--- src/rtl/imm_ext_pkg.sv ---
// Shared encodings for the immediate extender: extension modes and skid-buffer states.
// Pure declarations; no logic and no latency of its own.
package imm_ext_pkg;

    typedef enum logic [1:0] {
        MODE_SIGN  = 2'd0,
        MODE_ZERO  = 2'd1,
        MODE_UPPER = 2'd2,
        MODE_SHAMT = 2'd3
    } imm_mode_e;

    typedef enum logic [1:0] {
        BUF_EMPTY = 2'd0,
        BUF_ONE   = 2'd1,
        BUF_FULL  = 2'd2
    } buf_state_e;

    // MIPS-style shift amount field position inside the immediate
    localparam int SHAMT_LSB = 6;
    localparam int SHAMT_W   = 5;

    localparam int STATS_W = 16;

endpackage

--- src/rtl/imm_ext_core.sv ---
// Combinational immediate extension: SIGN, ZERO, UPPER (LUI-style) and SHAMT field extraction.
// Zero latency; no handshake, the caller registers the result.
module imm_ext_core
    import imm_ext_pkg::*;
#(
    parameter int IN_W  = 16,
    parameter int OUT_W = 32
) (
    input  logic [IN_W-1:0]  immediate,
    input  logic [1:0]       mode,
    output logic [OUT_W-1:0] result
);

    always_comb begin
        result = '0;
        case (imm_mode_e'(mode))
            MODE_SIGN:  result = {{(OUT_W-IN_W){immediate[IN_W-1]}}, immediate};
            MODE_ZERO:  result = {{(OUT_W-IN_W){1'b0}}, immediate};
            MODE_UPPER: result = {immediate, {(OUT_W-IN_W){1'b0}}};
            MODE_SHAMT: result = {{(OUT_W-SHAMT_W){1'b0}},
                                  immediate[SHAMT_LSB+SHAMT_W-1:SHAMT_LSB]};
            default:    result = '0;
        endcase
    end

endmodule

--- src/rtl/imm_extend_pipe.sv ---
// Registered immediate extender behind a two-entry skid buffer; IMM_EXT_STATS_EN adds neg_count.
// One-cycle latency when empty; in_ready is a flop that drops only when both entries are held.
module imm_extend_pipe
    import imm_ext_pkg::*;
#(
    parameter int IN_W  = 16,
    parameter int OUT_W = 32
) (
    input  logic             clock,
    input  logic             reset,
    input  logic             in_valid,
    output logic             in_ready,
    input  logic [IN_W-1:0]  immediate,
    input  logic [1:0]       mode,
    input  logic             flush,
    output logic             out_valid,
    input  logic             out_ready,
    output logic [OUT_W-1:0] extendedImmediate
`ifdef IMM_EXT_STATS_EN
    ,
    output logic [STATS_W-1:0] neg_count
`endif
);

    buf_state_e       state_q, state_d;
    logic [OUT_W-1:0] ext_result;
    logic [OUT_W-1:0] head_q, head_d;
    logic [OUT_W-1:0] tail_q, tail_d;
    logic             in_ready_q;
    logic             out_valid_q;
    logic             accept;
    logic             deliver;

    imm_ext_core #(
        .IN_W  (IN_W),
        .OUT_W (OUT_W)
    ) u_core (
        .immediate (immediate),
        .mode      (mode),
        .result    (ext_result)
    );

    assign accept  = in_valid && in_ready_q;
    assign deliver = out_valid_q && out_ready;

    // head is always the entry on the output; tail only holds the younger entry in FULL
    always_comb begin
        state_d = state_q;
        head_d  = head_q;
        tail_d  = tail_q;
        if (flush) begin
            state_d = BUF_EMPTY;
        end else begin
            case (state_q)
                BUF_EMPTY: begin
                    if (accept) begin
                        state_d = BUF_ONE;
                        head_d  = ext_result;
                    end
                end
                BUF_ONE: begin
                    if (accept && deliver) begin
                        head_d = ext_result;
                    end else if (accept) begin
                        state_d = BUF_FULL;
                        tail_d  = ext_result;
                    end else if (deliver) begin
                        state_d = BUF_EMPTY;
                    end
                end
                BUF_FULL: begin
                    if (deliver) begin
                        state_d = BUF_ONE;
                        head_d  = tail_q;
                    end
                end
                default: state_d = BUF_EMPTY;
            endcase
        end
    end

    // Handshake outputs are registered from the next state so they never depend on inputs
    always_ff @(posedge clock) begin
        if (reset) begin
            state_q     <= BUF_EMPTY;
            head_q      <= '0;
            tail_q      <= '0;
            in_ready_q  <= 1'b1;
            out_valid_q <= 1'b0;
        end else begin
            state_q     <= state_d;
            head_q      <= head_d;
            tail_q      <= tail_d;
            in_ready_q  <= (state_d != BUF_FULL);
            out_valid_q <= (state_d != BUF_EMPTY);
        end
    end

    assign in_ready          = in_ready_q;
    assign out_valid         = out_valid_q;
    assign extendedImmediate = head_q;

`ifdef IMM_EXT_STATS_EN
    logic [STATS_W-1:0] neg_q;

    // Inputs dropped by a same-cycle flush were never taken, so they are not counted
    always_ff @(posedge clock) begin
        if (reset) begin
            neg_q <= '0;
        end else if (accept && !flush && (mode == MODE_SIGN) && immediate[IN_W-1]) begin
            neg_q <= neg_q + STATS_W'(1);
        end
    end

    assign neg_count = neg_q;
`endif

endmodule

--- config.mk ---
export PLATFORM = sky130hd
export DESIGN_NAME = imm_extend_pipe
export DESIGN_NICKNAME = d
export VERILOG_FILES = /design/src/rtl/imm_ext_pkg.sv /design/src/rtl/imm_ext_core.sv /design/src/rtl/imm_extend_pipe.sv
export SDC_FILE = /design/constraint.sdc
export NUM_CORES = 1
export LEC_CHECK = 0
export ABC_AREA = 0
export BUFFER_PORTS_ARGS = -buffer_cell sky130_fd_sc_hd__clkbuf_2
export CAP_MARGIN = 20
export CORE_MARGIN = 2
export CORE_UTILIZATION = 41
export DETAILED_ROUTE_END_ITERATION = 12
export SETUP_SLACK_MARGIN = 0.5
export SKIP_CTS_REPAIR_TIMING = 1
export SYNTH_ARGS = -nofsm -noshare
export SYNTH_HDL_FRONTEND = slang
export SYNTH_SLANG_ARGS = --single-unit
--- constraint.sdc ---
create_clock -name clock -period 1.85 [get_ports clock]
set_input_delay 0.185 -clock clock [delete_from_list [all_inputs] [get_ports clock]]
set_output_delay 0.185 -clock clock [all_outputs]
set_load 0.005 [all_outputs]
==> flow_metrics.py, run 1 <==
metrics = {
    "cells_and_area": {
        "layout-drive-gt1-share_pct": 33.3,
        "antennaDiodeCount": 0,
        "syn_to_final_growth_pct": 23.9,
        "fin_util_pct": 52.2,
        "final_area_um2": 4030,
        "fin_nets": 466,
    },
    "timing": {
        "tns_ns": 0,
        "timing.final.ws_setup_ns": 0.279,
        "fin_crit_ns": 1.57,
        "hold_viol": 0,
        "finalSetupViolCount": 0,
        "slew_headroom_pct": 64.4,
        "tightestPinTransition_ns": 0.534,
        "rsz0062_at_grt": "yes",
        "fmax_ghz": 0.636,
        "finalCritPeriodShare_pct": 84.9,
        "fin_skew_ns": 0.00502,
        "drv_slew": 0,
    },
    "setup_path": {
        "worstPathRequired_ns": 2.12,
        "worstSetupEndpointType": "register",
        "crit_arrival_ns": 1.84,
        "cpMaxStageDelayCell": "o32a_4",
        "crit_chain": "nand2b_4 > o32a_4 > buf_4 > a211o_1 > a21oi_2",
        "r2r_setup_slack_ns": 0.28,
        "startpoint_type": "register",
        "criticalPathCategory": "register to register",
        "crit_family": "compound AO/OA/AOI/OAI gates",
        "startpoint": "state_q[0]",
        "crit_fanout": 8,
        "slowest_delay_ns": 0.44,
        "reg2reg_to": "extendedImmediate[1]",
        "r2r_start": "state_q[0]",
        "r2r.worst_path.cells": 5,
        "cp_num_buf_inv": 1,
    },
    "grt": {
        "overflow": 0,
        "met3_usage_pct": 5.32,
        "grt_pass1_wl_um": 13800,
        "grt.met2_usage_pct": 30.3,
        "grtUsageTotal_pct": 20.1,
        "grt_max_degree": 47,
        "busiest_layer": "met2",
        "met1_usage_pct": 28.1,
        "antenna_found_initial": 0,
        "grt_pass1_vias": 2659,
    },
    "clock_tree": {
        "cts_buffer_depth": 2,
        "cts.sinks": 68,
        "cts_tree": "yes",
        "cts_buffers": 9,
        "h-tree-depth": 3,
        "clk_latency_ns": 0.33,
        "path_clk_slew_ns": 0.07,
        "clockRootBuffer": "clkbuf_8",
    },
    "floorplanning": {
        "die_h_um": 93.1,
        "dieArea_um2": 8670,
        "core_um2": 7730,
        "rows": 32,
        "start_util_pct": 42.1,
        "die_x_um": 93.1,
        "ioPinCount": 57,
    },
    "placement": {
        "routabilityCongestion": 0.833,
        "hpwl_um": 5440,
        "placed_cell_area_um2": 3620,
        "portBuffers": 56,
        "place_ws_ns": 0.154,
    },
    "drt": {
        "antenna_left": 0,
        "via_count": 2916,
        "first_pass_iters": 4,
        "wl_per_cell_um": 15.9,
        "drc": 0,
        "viasPerCell": 5.30,
        "routed_wl_um": 8760,
        "drt_iter0_drc": 181,
    },
    "outcome": {
        "status": "finished, final reports clean",
    },
    "logic_synthesis": {
        "synth_top_area_share_pct": 41.8,
        "yosysUniqueCellTypes": 28,
        "syn-cell-area_um2": 3250,
        "ys_ff_latch": 68,
        "synth.avg_cell_area_um2": 8.41,
        "synth_fp_nets": 410,
        "syn_inst": 387,
        "synth_top_area_cell": "dfxtp_1",
        "synth.top_cells.by_area": "dfxtp_1 (42%), a211oi_2 (9.6%), nand2_1 (9.1%)",
        "ys_seq_area_share_pct": 41.8,
        "yosys_warnings": 0,
    },
    "power_and_ir_drop": {
        "p_leak_nw": 1.46,
        "ir_worst_vdd_mv": 0.490,
        "cellPowerDensity_nw_per_um2": 817,
    },
    "hold_path": {
        "holdPathEnd": "state_q[0]",
        "holdPathStages": 2,
        "hp-class": "input pin to register",
        "worstHoldStart": "reset",
    },
    "flow_run": {
        "cap_violations": 0,
    },
}
[report_power, final]
group | switching, mW | internal [mW] | total [mW]
Clock | 0.556 | 0.735 | 1.29
Sequential | 0.0326 | 1.52 | 1.55
Combinational | 0.260 | 0.195 | 0.455
Total | 0.848 | 2.45 | 3.30
[per-stage QoR]
stage	hold slack, ns	total power [mW]	std cells
detailed placement	0.447	2.01	525
global placement	0.444	2.01	525
finish	0.0991	3.30	550
CTS	0.0900	3.31	541
floorplan	0.256	1.86	387
global route	0.0957	3.45	550
[flip-flops by register name, indices dropped and copies added, names as in the netlist]
name	cells
in_ready	1
state_q	2
out_valid	1
extendedImmediate	32
tail_q	32
[logic make-up (layout without fill, tap and decap cells)]
kind of cell,count (synthesis),after routing,synth area share (%)
AOI/OAI and AO/OA,116,116,28.0
buffers and inverters,36,97,6.27
DFF,68,68,41.8
and+or+nand+nor,167,167,23.9
[cell usage after synthesis]
cell type,n
a21bo_2,1
o32ai_4,1
nand3b_1,11
a211oi_2,25
nand2b_1,2
a21oi_2,13
a2111o_1,1
a21oi_1,52
buf_6,7
or3_1,1
a211o_1,5
nand4bb_4,1
a2111oi_0,1
nor3_1,13
a211oi_1,8
buf_2,13
nor2_1,41
nor2_2,1
clkbuf_1,16
nor3b_1,11
dfxtp_1,68
a21boi_1,1
a31oi_1,5
o32a_1,1
nor2b_1,6
or2_2,1
nand2_1,79
o21bai_1,2
[metal layers]
layer | routed length, um | part of all wire [%]
met4 | 80 | 0.91
met1 | 4300 | 49
met2 | 4010 | 46
met3 | 363 | 4.1
met5 | 0 | 0
[cell usage in the layout (no fill, tap or decap), types with 2 or more instances in the layout]
cell type,netlist,routed
dfxtp_2,0,2
nand2_1,79,78
nor3b_1,11,11
buf_4,0,13
clkbuf_2,0,56
a21oi_2,13,14
a31oi_1,5,5
a211o_1,5,5
a211oi_2,25,25
nor3_1,13,13
nor2b_1,6,5
buf_12,0,4
clkbuf_16,0,3
a211oi_1,8,8
nor2_1,41,41
dfxtp_1,68,65
nand3b_1,11,11
o21bai_1,2,2
clkbuf_8,0,12
a21oi_1,52,50
buf_6,7,4
[final cells by class]
| class | instances | area (um2) |
|---|---|---|
| clock inverters | 3 | 43.8 |
| fillers | 753 | 3690 |
| multi-input cells | 283 | 1740 |
| clock buffers | 13 | 169 |
| repair buffers | 81 | 583 |
| flip-flops and latches | 68 | 1370 |
| well taps | 102 | 128 |
[how the worst max path moves through the flow]
stage,endpoint,slack [ns],cells past startpoint
after floorplan,extendedImmediate[11],0.35,7
after global placement,extendedImmediate[27],0.19,5
after detailed placement,extendedImmediate[4],0.15,5
after CTS,extendedImmediate[4],0.13,5
after global routing,extendedImmediate[1],0.25,5
final,extendedImmediate[1],0.28,5
Note: power is estimated with default switching activity, not from simulation.
==> inputs of run 2 (changes only) <==
Clock period 1.85 ns to 1.5 ns, I/O delays scaled along.
==> run 2 against run 1 <==
Effect of this change: the run now ends with setup timing left; final cell count is 3.3% higher; highest routed layer unchanged; first-iteration DRC count rose by 28%; worst setup slack worse by 0.28 ns; hold slack got worse by 0.083 ns; maximum frequency increased by 4.6%; sequential power grew 23%; combinational power grew 41%; global-route usage rose by 0.39 points; total power is 36% higher; core utilization increased by 5.0 points.
==> flow_metrics.py, run 2 (synthesis gave the netlist of run 1 again) <==
metrics = {
    "power_and_ir_drop": {
        "cellPowerDensity_nw_per_um2": 1020,
        "p_leak_nw": 1.63,
        "ir_worst_vdd_mv": 0.640,
        "power.total_mw": 4.49,
    },
    "grt": {
        "grt_pass1_vias": 2764,
        "grt_pass1_wl_um": 14000,
        "grtUsageTotal_pct": 20.5,
        "antenna_found_initial": 0,
        "grt_max_degree": 38,
        "overflow": 0,
    },
    "clock_tree": {
        "cts_buffers": 9,
        "cts.sinks": 68,
        "h-tree-depth": 3,
        "clockRootBuffer": "clkbuf_8",
        "clk_latency_ns": 0.36,
        "cts_buffer_depth": 2,
        "cts_tree": "yes",
        "path_clk_slew_ns": 0.08,
    },
    "timing": {
        "slew_headroom_pct": 70.6,
        "drv_slew": 0,
        "fin_skew_ns": 0.00695,
        "tns_ns": -0.00194,
        "rsz0062_at_grt": "yes",
        "finalSetupViolCount": 1,
        "hold_viol": 0,
        "tightestPinTransition_ns": 0.441,
        "fmax_ghz": 0.666,
        "timing.final.ws_setup_ns": -0.00194,
        "finalCritPeriodShare_pct": 100,
        "fin_crit_ns": 1.50,
    },
    "placement": {
        "hpwl_um": 5730,
        "portBuffers": 56,
        "routabilityCongestion": 0.829,
        "dp_cells": 536,
    },
    "floorplanning": {
        "rows": 32,
        "die_h_um": 93.1,
        "ioPinCount": 57,
        "die_x_um": 93.1,
        "core_um2": 7730,
        "start_util_pct": 42.1,
        "dieArea_um2": 8670,
    },
    "setup_path": {
        "cp_num_buf_inv": 1,
        "crit_family": "compound AO/OA/AOI/OAI gates",
        "criticalPathCategory": "register to register",
        "slowest_delay_ns": 0.43,
        "worstSetupEndpointType": "register",
        "startpoint_type": "register",
        "crit_fanout": 8,
        "worstPathRequired_ns": 1.73,
        "crit_arrival_ns": 1.74,
        "crit_chain": "nand2_2 > o32a_4 > buf_4 > a211oi_2 > nor3_1",
        "cpMaxStageDelayCell": "o32a_4",
    },
    "cells_and_area": {
        "antennaDiodeCount": 0,
        "fin_nets": 484,
        "layout-drive-gt1-share_pct": 40.6,
        "layout_common_cells": "nand2_1 (78), clkbuf_2 (54), dfxtp_1 (51), a21oi_1 (46), nor2_1 (41)",
        "syn_to_final_growth_pct": 35.8,
        "fin_util_pct": 57.2,
        "final_common_cell": "nand2_1",
        "stdcell_count": 568,
    },
    "drt": {
        "wl_per_cell_um": 16.1,
        "antenna_left": 0,
        "viasPerCell": 5.35,
        "routed_wl_um": 9150,
        "drt_iter0_drc": 231,
        "first_pass_iters": 5,
        "via_count": 3039,
        "drc": 0,
    },
    "flow_run": {
        "cap_violations": 0,
    },
    "outcome": {
        "violations": "setup timing",
        "status": "complete, but fails checks",
    },
    "hold_path": {
        "hp-class": "input pin to register",
    },
}
-- run 2: cell count changes in the layout (fill, tap and decap cells not counted), moves of 4 or more --
cell     change
a21oi_1      -4
a21oi_2      +5
buf_12       +6
buf_4        +7
buf_6        +4
dfxtp_1     -14
dfxtp_2     +12
-- run 2: per-stage QoR --
stage | hold slack, ns | cell area (um2) | setup slack [ns]
after floorplan | 0.221 | 3310 | 0.00111
after global placement | 0.375 | 3790 | 0.0601
after detailed placement | 0.387 | 3790 | -0.00821
after CTS | 0.00766 | 4050 | -0.0159
after global routing | 0.0253 | 4420 | -0.0466
final | 0.0158 | 4420 | -0.00194
-- run 2: cell type report --
| cell class | instances | area (um2) |
|---|---|---|
| Timing Repair Buffer | 99 | 866 |
| Clock inverter | 5 | 105 |
| Tap cell | 102 | 128 |
| Sequential cell | 68 | 1390 |
| Clock buffer | 11 | 151 |
| Fill cell | 704 | 3310 |
| Multi-Input combinational cell | 283 | 1780 |
-- run 2: layer usage --
layer	GRT usage (%)	vias up	part of all wire, %
li1	-	1491	-
met1	28.1	1427	45
met5	0	-	0
met2	32.0	111	48
met4	6.50	0	1.2
met3	4.59	10	6.0
-- run 2: worst paths after layout --
check | start | endpoint | slack, ns | cells past startpoint
min reg2reg | tail_q[24] | extendedImmediate[24] | 0.45 | 2
min | reset | state_q[1] | 0.02 | 2
max reg2reg | out_valid | extendedImmediate[12] | -0.002 | 5
max | out_valid | extendedImmediate[12] | -0.002 | 5
-- run 2: power by group --
group / switching [mW] / internal (mW) / leakage, nW
sequential: 0.0395 / 1.87 / 0.560
clock: 0.735 / 1.20 / 0.130
combinational: 0.344 / 0.297 / 0.935
